===== src/rtl/pipe_pkg.sv =====
// rtl/pipe_pkg.sv - shared widths, stage state encoding and bubble control word
package pipe_pkg;

    localparam int DATA_W   = 32;
    localparam int RD_W     = 5;
    localparam int CTRL_W   = 32;
    localparam int ALUC_W   = 5;

    localparam int CTRL_NOP = 0;

    typedef enum logic [1:0] {
        EMPTY = 2'd0,
        ONE   = 2'd1,
        TWO   = 2'd2
    } state_t;

endpackage


===== src/rtl/pipe_slot.sv =====
// rtl/pipe_slot.sv - one valid bit plus packed payload with load, clear and sync reset
module pipe_slot #(
    parameter int W = 8
) (
    input  logic         clk,
    input  logic         rst_n,
    input  logic         load_i,
    input  logic         valid_i,
    input  logic [W-1:0] data_i,
    input  logic         clear_i,
    output logic         valid_o,
    output logic [W-1:0] data_o
);

    logic         valid_q;
    logic [W-1:0] data_q;

    // clear only drops the valid bit; payload keeps its last value
    always_ff @(posedge clk) begin
        if (!rst_n) begin
            valid_q <= 1'b0;
            data_q  <= '0;
        end else if (load_i) begin
            valid_q <= valid_i;
            data_q  <= data_i;
        end else if (clear_i) begin
            valid_q <= 1'b0;
        end
    end

    assign valid_o = valid_q;
    assign data_o  = data_q;

endmodule


===== src/rtl/id_ex_skid_stage.sv =====
// rtl/id_ex_skid_stage.sv - ID/EX stage register with two-entry skid buffer, flush and stall counter
module id_ex_skid_stage #(
    parameter int DATA_W = pipe_pkg::DATA_W,
    parameter int RD_W   = pipe_pkg::RD_W,
    parameter int CTRL_W = pipe_pkg::CTRL_W,
    parameter int ALUC_W = pipe_pkg::ALUC_W,
    parameter int CNT_W  = 16
) (
    input  logic              CLOCK,
    input  logic              RESET_N,
    input  logic              flush,
    input  logic              in_valid,
    output logic              in_ready,
    input  logic [DATA_W-1:0] in_data_1,
    input  logic [DATA_W-1:0] in_data_2,
    input  logic [RD_W-1:0]   in_rd,
    input  logic [CTRL_W-1:0] in_ctrl,
    input  logic [ALUC_W-1:0] in_alu_ctrl,
    output logic              out_valid,
    input  logic              out_ready,
    output logic [DATA_W-1:0] out_data_1,
    output logic [DATA_W-1:0] out_data_2,
    output logic [RD_W-1:0]   out_rd,
    output logic [CTRL_W-1:0] out_ctrl,
    output logic [ALUC_W-1:0] out_alu_ctrl,
    output logic [1:0]        occupancy,
    output logic [CNT_W-1:0]  stall_cycles
);

    import pipe_pkg::*;

    localparam int PAY_W = 2 * DATA_W + RD_W + CTRL_W + ALUC_W;

    state_t             state_q, state_d;
    logic [PAY_W-1:0]   in_pay, main_pay, skid_pay, squash_pay, main_din;
    logic               main_valid, skid_valid;
    logic               main_load, main_vin, main_clr, skid_load, skid_clr;
    logic               accept, consume;
    logic [CNT_W-1:0]   stall_q, stall_d;

    assign in_pay     = {in_data_1, in_data_2, in_rd, in_ctrl, in_alu_ctrl};
    // a flushed head keeps its stale operands but presents a bubble control word
    assign squash_pay = {main_pay[PAY_W-1:CTRL_W+ALUC_W], CTRL_W'(CTRL_NOP), main_pay[ALUC_W-1:0]};

    assign in_ready  = !skid_valid;
    assign out_valid = main_valid;
    assign accept    = in_valid & in_ready;
    assign consume   = main_valid & out_ready;

    always_ff @(posedge CLOCK) begin
        if (!RESET_N) begin
            state_q <= EMPTY;
        end else begin
            state_q <= state_d;
        end
    end

    always_comb begin
        state_d = state_q;
        if (flush) begin
            state_d = EMPTY;
        end else begin
            case (state_q)
                EMPTY:   if (accept) state_d = ONE;
                ONE: begin
                    if (consume && !accept)      state_d = EMPTY;
                    else if (!consume && accept) state_d = TWO;
                end
                TWO:     if (consume) state_d = ONE;
                default: state_d = EMPTY;
            endcase
        end
    end

    always_comb begin
        main_load = 1'b0;
        main_vin  = 1'b1;
        main_din  = in_pay;
        main_clr  = 1'b0;
        skid_load = 1'b0;
        skid_clr  = 1'b0;
        occupancy = 2'd0;
        case (state_q)
            ONE:     occupancy = 2'd1;
            TWO:     occupancy = 2'd2;
            default: occupancy = 2'd0;
        endcase
        if (flush) begin
            main_load = 1'b1;
            main_vin  = 1'b0;
            main_din  = squash_pay;
            skid_clr  = 1'b1;
        end else begin
            case (state_q)
                EMPTY: main_load = accept;
                ONE: begin
                    if (consume && accept) main_load = 1'b1;
                    else if (consume)      main_clr  = 1'b1;
                    else if (accept)       skid_load = 1'b1;
                end
                TWO: begin
                    if (consume) begin
                        main_load = 1'b1;
                        main_din  = skid_pay;
                        skid_clr  = 1'b1;
                    end
                end
                default: ;
            endcase
        end
    end

    pipe_slot #(.W(PAY_W)) u_main (
        .clk     (CLOCK),
        .rst_n   (RESET_N),
        .load_i  (main_load),
        .valid_i (main_vin),
        .data_i  (main_din),
        .clear_i (main_clr),
        .valid_o (main_valid),
        .data_o  (main_pay)
    );

    pipe_slot #(.W(PAY_W)) u_skid (
        .clk     (CLOCK),
        .rst_n   (RESET_N),
        .load_i  (skid_load),
        .valid_i (1'b1),
        .data_i  (in_pay),
        .clear_i (skid_clr),
        .valid_o (skid_valid),
        .data_o  (skid_pay)
    );

    assign stall_d = (main_valid && !out_ready && stall_q != {CNT_W{1'b1}}) ? stall_q + 1'b1 : stall_q;

    always_ff @(posedge CLOCK) begin
        if (!RESET_N) begin
            stall_q <= '0;
        end else begin
            stall_q <= stall_d;
        end
    end

    assign stall_cycles = stall_q;
    assign {out_data_1, out_data_2, out_rd, out_ctrl, out_alu_ctrl} = main_pay;

endmodule


===== config.mk =====
export PLATFORM = sky130hd
export DESIGN_NAME = id_ex_skid_stage
export DESIGN_NICKNAME = d
export VERILOG_FILES = /design/src/rtl/pipe_pkg.sv /design/src/rtl/pipe_slot.sv /design/src/rtl/id_ex_skid_stage.sv
export SDC_FILE = /design/constraint.sdc
export NUM_CORES = 1
export LEC_CHECK = 0
export ABC_CLOCK_PERIOD_IN_PS = 1900
export CAP_MARGIN = 15
export CORE_MARGIN = 2
export CORE_UTILIZATION = 46
export CTS_BUF_LIST = sky130_fd_sc_hd__clkbuf_8 sky130_fd_sc_hd__clkbuf_16
export CTS_CLUSTER_DIAMETER = 150
export DETAILED_ROUTE_END_ITERATION = 8
export PLACE_DENSITY = 0.75
export SYNTH_ARGS = -nofsm -noshare
export SYNTH_HDL_FRONTEND = slang
export SYNTH_SLANG_ARGS = --single-unit

===== constraint.sdc =====
create_clock -name CLOCK -period 1.9 [get_ports CLOCK]
set_input_delay 0.19 -clock CLOCK [delete_from_list [all_inputs] [get_ports CLOCK]]
set_output_delay 0.19 -clock CLOCK [all_outputs]
set_load 0.01 [all_outputs]

# Word level (Yosys, flattened, before mapping)
# Index checks and enable logic that the tools add are counted.
[word_totals] word_cells=61 register_bits=232
[op_classes] n_reduce_logical=15 bitwise=4 mux=28 n_eq_ne=6 addsub=1
[ops] op="two-way mux 106 bit" n=2
[ops] op="two-way mux 37 bit" n=1
[ops] op="two-way mux 1 bit" n=18
[ops] op="adder 16 x 1 -> 16 bit (second input constant)" n=1
[ops] op="!= test 16 bit (second input constant)" n=1
[ops] op="two-way mux 2 bit" n=4
[ops] op="case mux 2 bit (3 select lines)" n=1
[ops] op="logical AND 1 bit" n=5
[ops] op="logical NOT 1 bit" n=4
[ops] op="!= test 2 bit (second input constant)" n=2
[ops] op="case mux 2 bit (2 select lines)" n=1
[ops] op="nonzero test 2 bit" n=2
[ops] op="!= test 3 bit (second input constant)" n=1
[ops] op="case mux 1 bit (3 select lines)" n=1
[ops] op="AND reduction 3 bit" n=1
[ops] op="AND 1 bit" n=2
[ops] op="equality test 2 x 1 -> 1 bit (second input constant)" n=1
[ops] op="equality test 2 bit (second input constant)" n=1
[ops] op="logical NOT 2 bit" n=1
[ops] op="NOT 1 bit" n=2
[ops] op="AND reduction 2 bit" n=1
[ops] op="OR reduction 2 bit" n=1

# Logic depth before layout (Yosys ltp)
# Gate-level depths: netlist of run 1.
[logic_depth] depth_word=8 mapped_depth=9 depth_no_buf=7

# By module
# From an unflattened synthesis of run 1, not the netlist that was laid out.
[unflattened] cells_unflattened=1173 area_unflattened_um2=11066.9
[modules_own_cells] mod="pipe_slot" n_inst=2 area_per_inst_um2=4035.1 seq_area_each_um2=2142.1 cells_per_inst=345
[modules_own_cells] mod="id_ex_skid_stage" n_inst=1 area_per_inst_um2=2996.6 seq_area_each_um2=360.3 cells_per_inst=483

# Worst setup path after synthesis of run 1
# No wires, ideal clock.
[synth_timing] path_type="register to register" start="reg u_main.valid_q (netlist: u_main.valid_o)" end="reg u_main.data_q[55] (netlist: u_main.data_o[55])" period_less_slack_ps=1821 slack_ps=79 setup_ps=146 t_arrival_ps=1675 path_stages_with_launch=9 path_cell_list="dfxtp_1 nand2_1 inv_1 ha_1 nand3b_1 a31oi_2 buf_4 buf_2 a211oi_2"
[synth_via] elab_chain_len=6 word_cells_on_any_way=9 cone_classes="mux (6); bitwise (1); reduce/logical (2)"
[synth_lines] element="from (decl)" line_no="pipe_slot.sv:15" source="logic valid_q;"
[synth_lines] element="from (signal assigned)" line_no="pipe_slot.sv:24" source="valid_q <= valid_i;"
[synth_lines] element="AND 1 bit (*)" line_no="id_ex_skid_stage.sv:48" source="assign consume = main_valid & out_ready;"
[synth_lines] element="logical AND 1 bit" line_no="id_ex_skid_stage.sv:97" source="if (consume && accept) main_load = 1'b1;"
[synth_lines] element="two-way mux 1 bit" line_no="id_ex_skid_stage.sv:97"
[synth_lines] element="case mux 1 bit (3 select lines)" line_no="id_ex_skid_stage.sv:94" source="case (state_q)"
[synth_lines] element="two-way mux 1 bit" line_no="id_ex_skid_stage.sv:88" source="if (flush) begin"
[synth_lines] element="AND reduction 2 bit (no source line)"
[synth_lines] element="to (signal assigned)" line_no="pipe_slot.sv:25" source="data_q <= data_i;"
[synth_lines] element="to (decl)" line_no="pipe_slot.sv:16" source="logic [W-1:0] data_q;"
# Every way passes the cells marked *; elsewhere a longest branch is shown, timed or not.
# A chain may end at the register's enable or synchronous reset.

# Worst setup path in the final report of run 1
[layout_timing] start="reg state_q[0]" end="reg u_main.data_q[84] (netlist: u_main.data_o[84])"
[layout_via] elab_chain_len=4 word_cells_on_any_way=7 cone_classes="eq/ne (2); mux (3); reduce/logical (2)"
[layout_lines] element="from (decl)" line_no="id_ex_skid_stage.sv:34" source="state_t state_q, state_d;"
[layout_lines] element="from (signal assigned)" line_no="id_ex_skid_stage.sv:54" source="state_q <= state_d;"
[layout_lines] element="equality test 2 bit (tied with other cells)" line_no="id_ex_skid_stage.sv:94"
[layout_lines] element="case mux 1 bit (3 select lines)" line_no="id_ex_skid_stage.sv:94"
[layout_lines] element="two-way mux 1 bit" line_no="id_ex_skid_stage.sv:88"
[layout_lines] element="AND reduction 2 bit (no source line)"
# Several ways; a longest one is shown, not always the timed one.

==> flow_metrics.py, run 1 <==
metrics = {
    "place": {
        "gp_congestion": 0.786,
        "dp.cells": 1575,
        "place_area_mm2": 0.0125,
        "dp_hpwl_um": 16400,
        "io_buffers": 236,
    },
    "worst_hold_path": {
        "hold_path.class": "in -> reg",
        "worstHoldPathCells": 3,
    },
    "final_layout": {
        "syn_to_final_growth_pct": 45.4,
        "fillCellCount": 1603,
        "design_area_mm2": 0.0139,
        "multi_input_area_mm2": 0.00454,
        "drive_above_1_share_pct": 14.7,
        "nets": 1478,
        "final_cells": 1650,
        "seq_area_mm2": 0.00465,
    },
    "sta": {
        "fmax_mhz": 520,
        "tns_ns": -0.0558,
        "finalCritPeriodShare_pct": 101,
        "hold_viol": 0,
        "worstMarginPinSlew_ns": 0.625,
        "relSlewSlack_pct": 58.3,
        "setup_viol": 7,
        "rsz0062_at_grt": "yes",
        "drv_slew": 0,
        "min_period_ns": 1.92,
        "fin_skew_ns": 0.0256,
        "finalWorstSetupSlack_ns": -0.0229,
    },
    "die": {
        "ioPinCount": 237,
        "placementRows": 52,
        "dieHeight_um": 148,
        "coreArea_mm2": 0.0203,
        "die_area_mm2": 0.0220,
        "die_w_um": 148,
        "start_util_pct": 47.1,
    },
    "worst_setup_path": {
        "crit_type": "reg -> reg",
        "arrival_ns": 2.34,
        "critPathRequiredTime_ns": 2.32,
        "end_kind": "flip-flop",
        "r2r_cells": 7,
        "worstSetupStartpointType": "flip-flop",
        "cp_max_fo": 10,
    },
    "clocking": {
        "ctsHoldBuffers": 0,
        "htreeDepth": 1,
        "cts_buffers": 25,
        "cts.sinks": 232,
        "cts_buffer_depth": 3,
        "cts_tree": "built",
        "clk_pin_slew_worst_paths_ns": 0.06,
        "clk_latency_ns": 0.52,
        "root_buffer": "clkbuf_16",
    },
    "run": {
        "cap_violations": 0,
    },
    "power_and_ir_drop": {
        "ir_drop_mv": 0.635,
        "leakage_nw": 5.39,
        "power_mw": 11.6,
        "p_per_area_mw_per_mm2": 833,
    },
    "yosys": {
        "synthCells": 1101,
        "synth_top_area_cell": "dfxtp_1",
        "synthXorXnorAreaFrac_pct": 0,
        "synth_top_area_share_pct": 48.6,
        "synth.most_common_cell": "nand2_1",
        "syn_area_mm2": 0.00956,
        "synth_common_cells": "nand2_1, dfxtp_1, a21oi_1",
        "synth_edf_count": 0,
        "synthSimpleGateAreaFrac_pct": 18.1,
        "ys_async_sr_fraction_pct": 0,
        "yosysWarnings": 0,
        "syn-num-nets": 1217,
        "synth_area_per_cell_um2": 8.68,
        "synth-adder-area-share_pct": 0.654,
        "synth_top_family_by_area": "compound AO/OA/AOI/OAI gates",
        "synth_flop_cell": "dfxtp_1",
        "synthMuxAreaShare_pct": 8.37,
        "synth_cell_types": 40,
        "synth_seq_cells": 232,
        "yosysSeqAreaShare_pct": 48.6,
        "synth_compound_area_share_pct": 19.5,
        "yosys-top-cells-area": "dfxtp_1, nand2_1, mux2i_1",
    },
    "run_status": {
        "outcome": "finished, violations left",
        "violations": "setup timing",
    },
    "drt": {
        "wl_per_cell_um": 16.0,
        "ant_nets": 0,
        "remaining_drc_errors": 0,
        "via_count": 8734,
        "drtPass1Iterations": 5,
        "drtIter0Drc": 379,
        "wirelength_um": 26400,
        "vias_per_cell": 5.29,
    },
    "global_route": {
        "antenna_found_initial": 0,
        "grt_pass1_vias": 8208,
        "grt_overflow_total": 0,
        "busiest_layer": "met2",
        "grt_max_degree": 106,
        "grt_pass1_wl_um": 40100,
        "grtUsageMet2_pct": 37.2,
        "grt_usage_pct": 21.7,
        "met1_usage_pct": 28.5,
        "grtUsageMet3_pct": 4.48,
    },
}
==> layout make-up <==
cell class | count | area share (%)
clock inverter | 15 | 1.15
timing repair buffer | 322 | 25.2
tap | 270 | 2.43
clock buffer | 29 | 4.90
sequential | 232 | 33.5
inverter | 8 | 0.252
multi-input combinational | 773 | 32.6
antenna | 1 | 0.0180
==> cells in the final DEF, fill, tap and decap left out, types with 2 or more instances in the layout <==
cell             instances
a211oi_1                19
dfxtp_1                229
buf_4                   41
or3_1                    2
inv_6                    3
a31oi_1                 33
or4_1                    6
bufinv_16                3
clkinv_2                 5
nor3b_1                  2
a21oi_1                118
nor2_2                   8
o21ai_0                 36
and3_1                   2
buf_8                    5
a211oi_2                56
o31ai_1                  4
nand2b_1                 8
dfxtp_2                  2
inv_1                   10
buf_12                  22
nand4_1                  3
buf_6                   10
clkdlybuf4s50_1        234
nand3b_1                 4
clkbuf_16               33
nand3_1                  3
ha_1                     5
nand2_1                290
clkbuf_8                 4
nor2_1                  72
mux2i_1                 80
nand4b_1                 3
nor4_1                   3
==> worst max-delay path, cell delays in order (launching register included) <==
cell and delay (ns):
dfxtp_4 0.36, or4b_4 0.56, a31oi_4 0.22, buf_12 0.15, clkbuf_16 0.15, buf_12 0.12, nor2_1 0.06, a211oi_2 0.21
==> through the flow <==
step	hold WS, ns	utilization (%)	setup WS (ns)
after CTS	0.223	65.9	0.0225
after global routing	0.240	68.5	-0.0736
final	0.238	68.5	-0.0229
after global placement	0.438	61.7	-0.185
after detailed placement	0.444	61.7	-0.282
after floorplan	0.326	-	0.0793
==> repair_timing <==
| action | 4_1_cts | 5_1_grt |
|---|---|---|
| cloned | 0 | 10 |
| gates resized for setup | 6 | 38 |
| buffers inserted | 0 | 20 |
| setup endpoints to repair | 2 | 67 |
| pin swaps | 0 | 31 |
==> kinds of logic after synthesis <==
kind of cell | after synthesis
multiplexers | 80
buffers and inverters | 96
flip-flops | 232
adder cells (fa/ha/maj) | 5
AO/OA/AOI/OAI | 271
AND/OR/NAND/NOR | 417
==> report_power, final <==
part / internal, mW / leakage (nW) / total [mW] / switching [mW]
clock: 2.97 / 0.428 / 4.94 / 1.98
combinational: 0.819 / 3.08 / 1.49 / 0.674
sequential: 5.04 / 1.89 / 5.14 / 0.105
==> final timing paths <==
kind	to	start	slack, ns
setup / recovery	u_main.data_o[84]$_SDFFE_PN0P_	state_q[0]$_SDFFE_PP0P_	-0.02
hold / removal	u_skid.data_o[15]$_SDFFE_PN0P_	in_ctrl[10]	0.24
setup reg to reg	u_main.data_o[84]$_SDFFE_PN0P_	state_q[0]$_SDFFE_PP0P_	-0.02
hold reg to reg	u_skid.data_o[88]$_SDFFE_PN0P_	u_skid.data_o[88]$_SDFFE_PN0P_	0.45
==> layer usage <==
layer | up-vias | routed length [µm]
met5 | - | 0
met4 | 0 | 419
met3 | 39 | 1760
met2 | 257 | 12900
li1 | 4313 | -
met1 | 4125 | 11300
==> flip-flops by register name, indices dropped and copies added (netlist names) <==
signal,count
u_main.data_o,106
state_q,2
stall_cycles,16
u_main.valid_o,1
u_skid.data_o,106
u_skid.valid_o,1
Power figures use the tool's default switching activity.
==> run 2, diff against run 1 <==
--- a/config.mk
+++ b/config.mk
@@ -7,12 +7,13 @@
 export LEC_CHECK = 0
 export ABC_CLOCK_PERIOD_IN_PS = 1900
 export CAP_MARGIN = 15
-export CORE_MARGIN = 2
-export CORE_UTILIZATION = 46
+export CORE_MARGIN = 3
+export CORE_UTILIZATION = 49
 export CTS_BUF_LIST = sky130_fd_sc_hd__clkbuf_8 sky130_fd_sc_hd__clkbuf_16
 export CTS_CLUSTER_DIAMETER = 150
 export DETAILED_ROUTE_END_ITERATION = 8
-export PLACE_DENSITY = 0.75
+export GPL_TIMING_DRIVEN = 0
+export PLACE_DENSITY = 0.8
 export SYNTH_ARGS = -nofsm -noshare
 export SYNTH_HDL_FRONTEND = slang
 export SYNTH_SLANG_ARGS = --single-unit
==> flow_metrics.py, run 2 (synthesis gave the netlist of run 1 again) <==
metrics = {
    "worst_setup_path": {
        "worstSetupStartpointType": "flip-flop",
        "crit_type": "reg -> reg",
        "arrival_ns": 2.23,
        "cp_max_fo": 10,
        "cpLargestDelayFamily": "simple AND/OR/NAND/NOR gates",
        "worst-r2r-setup-slack_ns": 0.04,
        "critPathSlowestCell": "or4b_4",
        "end_kind": "flip-flop",
        "r2r_cells": 7,
        "crit_chain": "or4b_4, a31oi_4, buf_12, buf_6, buf_16, buf_8, a211oi_1",
        "slowest_delay_ns": 0.57,
        "crit_cells": 7,
        "crit_buf_inv": 4,
        "critPathRequiredTime_ns": 2.27,
    },
    "place": {
        "io_buffers": 236,
        "dp_hpwl_um": 19300,
        "dp.cells": 1597,
        "dp_slack_ns": -0.848,
        "place_area_mm2": 0.0122,
        "gp_congestion": 0.796,
    },
    "power_and_ir_drop": {
        "p_sw_mw": 2.70,
        "p_per_area_mw_per_mm2": 838,
        "leakage_nw": 5.25,
        "pwr-share-comb_pct": 12.7,
        "p_int_mw": 8.62,
        "power_mw": 11.3,
        "swShare_pct": 23.9,
        "seq_power_share_pct": 45.3,
        "ir_drop_mv": 0.666,
        "power_frac_clock_pct": 42.0,
    },
    "final_layout": {
        "drive_above_1_share_pct": 12.5,
        "nets": 1488,
        "final_cells": 1649,
        "design_area_mm2": 0.0135,
        "layout_common_cells": "nand2_1, clkdlybuf4s50_1, dfxtp_1, a21oi_1, mux2i_1",
        "final_common_cell": "nand2_1",
        "fillCellCount": 1447,
        "syn_to_final_growth_pct": 41.3,
        "antennaDiodeCount": 0,
    },
    "sta": {
        "fmax_mhz": 537,
        "finalWorstSetupSlack_ns": 0.0382,
        "finalCritPeriodShare_pct": 98.0,
        "setup_viol": 0,
        "drv_slew": 0,
        "hold_viol": 0,
        "min_period_ns": 1.86,
        "rsz0062_at_grt": "yes",
        "fin_skew_ns": 0.00754,
        "relSlewSlack_pct": 49.3,
        "worstMarginPinSlew_ns": 0.761,
    },
    "global_route": {
        "grt_pass1_wl_um": 43700,
        "grt_usage_pct": 24.5,
        "grt_pass1_vias": 8680,
        "grt_overflow_total": 0,
        "grt_max_degree": 14,
        "antenna_found_initial": 1,
    },
    "drt": {
        "drtIter0Drc": 540,
        "ant_nets": 0,
        "vias_per_cell": 5.36,
        "via_count": 8834,
        "wirelength_um": 28000,
        "drtPass1Iterations": 7,
        "wl_per_cell_um": 17.0,
        "remaining_drc_errors": 0,
    },
    "worst_hold_path": {
        "worstHoldPathCells": 3,
        "hold_path.class": "in -> reg",
    },
    "die": {
        "start_util_pct": 50.4,
        "coreArea_mm2": 0.0190,
        "dieHeight_um": 146,
        "die_area_mm2": 0.0212,
        "placementRows": 50,
        "die_w_um": 146,
        "ioPinCount": 237,
    },
    "clocking": {
        "ctsHoldBuffers": 0,
        "clk_pin_slew_worst_paths_ns": 0.06,
        "root_buffer": "clkbuf_16",
        "htreeDepth": 1,
        "cts_buffers": 25,
        "clk_latency_ns": 0.51,
        "cts_tree": "built",
        "cts.sinks": 232,
        "cts_buffer_depth": 3,
    },
    "run": {
        "cap_violations": 0,
    },
    "run_status": {
        "outcome": "finished clean",
    },
}
-- run 2: final timing paths --
check                            startpoint                        endpoint
max             u_skid.valid_o$_SDFFE_PN0P_  u_main.data_o[42]$_SDFFE_PN0P_
min reg2reg  u_skid.data_o[12]$_SDFFE_PN0P_  u_skid.data_o[12]$_SDFFE_PN0P_
min                             in_ctrl[19]  u_skid.data_o[24]$_SDFFE_PN0P_
max reg2reg     u_skid.valid_o$_SDFFE_PN0P_  u_main.data_o[42]$_SDFFE_PN0P_
-- run 2: layout make-up --
type / count / area (µm²) / area share, %
Inverter: 8 / 30.0 / 0.222
Timing Repair Buffer: 246 / 2570 / 19.0
Clock inverter: 11 / 78.8 / 0.583
Clock buffer: 33 / 736 / 5.45
Sequential cell: 232 / 4650 / 34.5
Tap cell: 260 / 325 / 2.41
Multi-Input combinational cell: 773 / 4520 / 33.4
Buffer: 86 / 602 / 4.45
-- run 2: metal layers --
metal  global-route usage [%]  vias to the layer above  wire, µm
met4                     5.51                        2       537
met3                     5.95                       45      1910
met5                        0                        -        13
met1                     31.0                     4162     11700
met2                     42.3                      292     13800
li1                         -                     4333         -
-- run 2: worst register-to-register path: cells and delay by family, from the launching register on --
kind / cells / cell delay (ns)
and+or+nand+nor: 1 / 0.57
buffers and inverters: 4 / 0.55
DFF: 1 / 0.35
AOI/OAI and AO/OA: 2 / 0.25
-- run 2: power groups by stage --
stage	clock network, mW	logic (mW)	registers (mW)
finish	4.75	1.44	5.13
global route	5.01	1.55	5.15
CTS	4.81	1.38	5.13
detailed placement	0	1.31	5.24
global placement	0	1.30	5.23
floorplan	0	0.542	5.29
-- run 2: repair_timing --
item / in CTS / in global routing
setup buffers: 1 / 3
pin swaps: 24 / 2
endpoints found under the setup margin: 206 / 201
gates resized for setup: 58 / 45
gates cloned: 1 / 5
-- run 2: through the flow --
stage | hold slack [ns] | util (%) | TNS [ns]
after detailed placement | 0.444 | 64.6 | -139.18
after global placement | 0.438 | 64.6 | -140.55
after global routing | 0.263 | 71.3 | -0.236
final | 0.259 | 71.3 | 0
after floorplan | 0.326 | - | 0
after CTS | 0.244 | 70.0 | -0.590
==> run 3, diff against run 2 <==
--- a/config.mk
+++ b/config.mk
@@ -8,7 +8,7 @@
 export ABC_CLOCK_PERIOD_IN_PS = 1900
 export CAP_MARGIN = 15
 export CORE_MARGIN = 3
-export CORE_UTILIZATION = 49
+export CORE_UTILIZATION = 51
 export CTS_BUF_LIST = sky130_fd_sc_hd__clkbuf_8 sky130_fd_sc_hd__clkbuf_16
 export CTS_CLUSTER_DIAMETER = 150
 export DETAILED_ROUTE_END_ITERATION = 8
@@ -16,4 +16,5 @@
 export PLACE_DENSITY = 0.8
 export SYNTH_ARGS = -nofsm -noshare
 export SYNTH_HDL_FRONTEND = slang
+export SYNTH_HIERARCHICAL = 1
 export SYNTH_SLANG_ARGS = --single-unit
==> flow_metrics.py, run 3 <==
metrics = {
    "power_and_ir_drop": {
        "leakage_nw": 6.23,
        "power_mw": 11.8,
        "p_per_area_mw_per_mm2": 791,
        "ir_drop_mv": 0.554,
    },
    "worst_setup_path": {
        "crit_type": "reg -> reg",
        "end_kind": "flip-flop",
        "arrival_ns": 2.39,
        "r2r_cells": 8,
        "r2r-start": "u_main/valid_o$_SDFFE_PN0P_",
        "worst-r2r-setup-slack_ns": -0.04,
        "r2r_end": "u_main/valid_o$_SDFFE_PN0P_",
        "critPathRequiredTime_ns": 2.35,
        "cp_max_fo": 8,
        "worstSetupStartpointType": "flip-flop",
    },
    "final_layout": {
        "syn_to_final_growth_pct": 35.2,
        "layout_common_cells": "mux2i_1, clkdlybuf4s50_1, dfxtp_1, nor2b_1, nand2_1",
        "design_area_mm2": 0.0150,
        "drive_above_1_share_pct": 8.67,
        "final_common_cell": "mux2i_1",
        "nets": 1563,
    },
    "yosys": {
        "syn-num-nets": 1289,
        "yosysWarnings": 6,
        "ys_async_sr_fraction_pct": 0,
        "synth_flop_cell": "dfxtp_1",
        "synthCells": 1173,
        "synth_common_cells": "mux2i_1, dfxtp_1, nor2b_1",
        "synth.most_common_cell": "mux2i_1",
        "syn_area_mm2": 0.0111,
        "synth_seq_cells": 232,
        "synth_cell_types": 40,
        "yosys-top-cells-area": "dfxtp_1, mux2i_1, nor2b_1",
        "synth_top_area_share_pct": 42.0,
        "yosysSeqAreaShare_pct": 42.0,
        "synth_area_per_cell_um2": 9.43,
        "synth_top_area_cell": "dfxtp_1",
        "synth_edf_count": 0,
    },
    "run": {
        "cap_violations": 0,
    },
    "place": {
        "gp_congestion": 0.867,
        "dp_hpwl_um": 20900,
        "place_area_mm2": 0.0138,
        "dp_slack_ns": -0.765,
        "io_buffers": 235,
    },
    "worst_hold_path": {
        "hold_path.class": "in -> reg",
        "min_delay_worst_endpoint": "u_skid/data_o[89]$_SDFFE_PN0P_",
        "timing.hold.worst.start": "in_data_1[15]",
        "worstHoldPathCells": 3,
    },
    "sta": {
        "worst_hold_slack_ns": 0.333,
        "hold_viol": 0,
        "rsz0062_at_grt": "yes",
        "fin_skew_ns": 0.0122,
        "drv_slew": 0,
        "relSlewSlack_pct": 64.0,
        "worstMarginPinSlew_ns": 0.540,
        "min_period_ns": 1.94,
        "finalCritPeriodShare_pct": 102,
        "setup_viol": 7,
        "finalWorstSetupSlack_ns": -0.0372,
        "fmax_mhz": 516,
    },
    "die": {
        "dieHeight_um": 153,
        "die_area_mm2": 0.0235,
        "die_w_um": 153,
        "start_util_pct": 52.3,
        "placementRows": 53,
        "coreArea_mm2": 0.0212,
        "ioPinCount": 237,
    },
    "global_route": {
        "grt_overflow_total": 0,
        "antenna_found_initial": 2,
        "grt_usage_pct": 24.4,
        "grt_pass1_vias": 9138,
        "grt_pass1_wl_um": 48000,
        "grt_max_degree": 14,
    },
    "clocking": {
        "htreeDepth": 1,
        "cts_tree": "built",
        "root_buffer": "clkbuf_16",
        "ctsHoldBuffers": 0,
        "cts_buffers": 25,
        "cts_buffer_depth": 3,
        "clk_latency_ns": 0.51,
        "clk_pin_slew_worst_paths_ns": 0.06,
        "cts.sinks": 232,
    },
    "drt": {
        "drtPass1Iterations": 5,
        "wl_per_cell_um": 17.5,
        "drtIter0Drc": 422,
        "ant_nets": 0,
        "remaining_drc_errors": 0,
        "wirelength_um": 30500,
        "vias_per_cell": 5.30,
        "via_count": 9232,
    },
    "run_status": {
        "violations": "setup timing",
        "outcome": "finished, violations left",
    },
}
run 3: cell types whose count changed after synthesis, sizes merged, moves of 34 or more:
cell    previous run  this run
o21ai             36        81
a31oi             34         0
nor2              80         2
a21oi            118        46
a211oi            75         0
nor2b              3       216
mux2i             80       287
nand2            290       148
run 3: power breakdown:
part	total [mW]	switching, mW	internal, mW
Combinational	1.55	0.686	0.860
Sequential	5.15	0.121	5.03
Clock	5.14	1.97	3.17
run 3: worst max-delay path by stage:
stage / startpoint / endpoint
finish: u_main/valid_o$_SDFFE_PN0P_ / u_main/valid_o$_SDFFE_PN0P_
floorplan: state_q[1]$_SDFFE_PP0P_ / u_main/data_o[84]$_SDFFE_PN0P_
detailed placement: flush / u_skid/data_o[98]$_SDFFE_PN0P_
global route: u_main/valid_o$_SDFFE_PN0P_ / u_main/valid_o$_SDFFE_PN0P_
CTS: u_skid/valid_o$_SDFFE_PN0P_ / u_main/data_o[43]$_SDFFE_PN0P_
global placement: flush / u_skid/data_o[89]$_SDFFE_PN0P_
run 3: routing by layer:
metal / track usage, % / wire (µm) / part of all wire [%]
met3: 5.46 / 2090 / 6.8
met5: 0 / 0 / 0
met2: 39.9 / 14200 / 46
met4: 6.92 / 702 / 2.3
met1: 32.6 / 13600 / 44
run 3: timing repair:
action / 4_1_cts / 5_1_grt
gates cloned: 2 / 2
buffers inserted: 5 / 3
setup endpoints to repair: 214 / 138
pin swaps: 2 / 2
resized for setup: 33 / 44
run 3: kinds of logic (layout without fill, tap and decap cells):
logic type | count (synthesis) | count (layout) | synth area share (%)
AND/OR/NAND/NOR | 406 | 406 | 19.9
multiplexers | 287 | 287 | 26.0
flip-flops | 232 | 232 | 42.0
AO/OA/AOI/OAI | 143 | 143 | 6.94
buffers and inverters | 99 | 391 | 4.65
adder cells (fa/ha/maj) | 5 | 5 | 0.565
other | 1 | 3 | 0.0339
run 3: cell type report:
class / instances / area, µm²
fillers: 1656 / 6190
multi-input cells: 842 / 5950
flip-flops and latches: 232 / 4650
repair buffers: 247 / 2480
clock buffers: 31 / 708
plain buffers: 88 / 609
well taps: 275 / 344
clock inverters: 14 / 168
inverters: 11 / 41.3
diodes: 2 / 5.00
run 3: metrics by stage:
step                      cells  util, %  setup TNS [ns]
after detailed placement   1683     65.1         -123.18
after global placement     1683     65.1         -112.16
final                      1742     70.7         -0.0986
after CTS                  1735     69.9         -0.0343
after global routing       1742     70.7           -4.85
after floorplan            1173        -               0
run 3: worst max-delay path: stages (launching register included):
cell      delay, ns
dfxtp_2        0.37
nand2_2        0.12
inv_1          0.09
ha_1           0.20
a211o_1        0.31
buf_6          0.17
buf_12         0.15
nor4bb_1       0.30
a31o_2         0.15
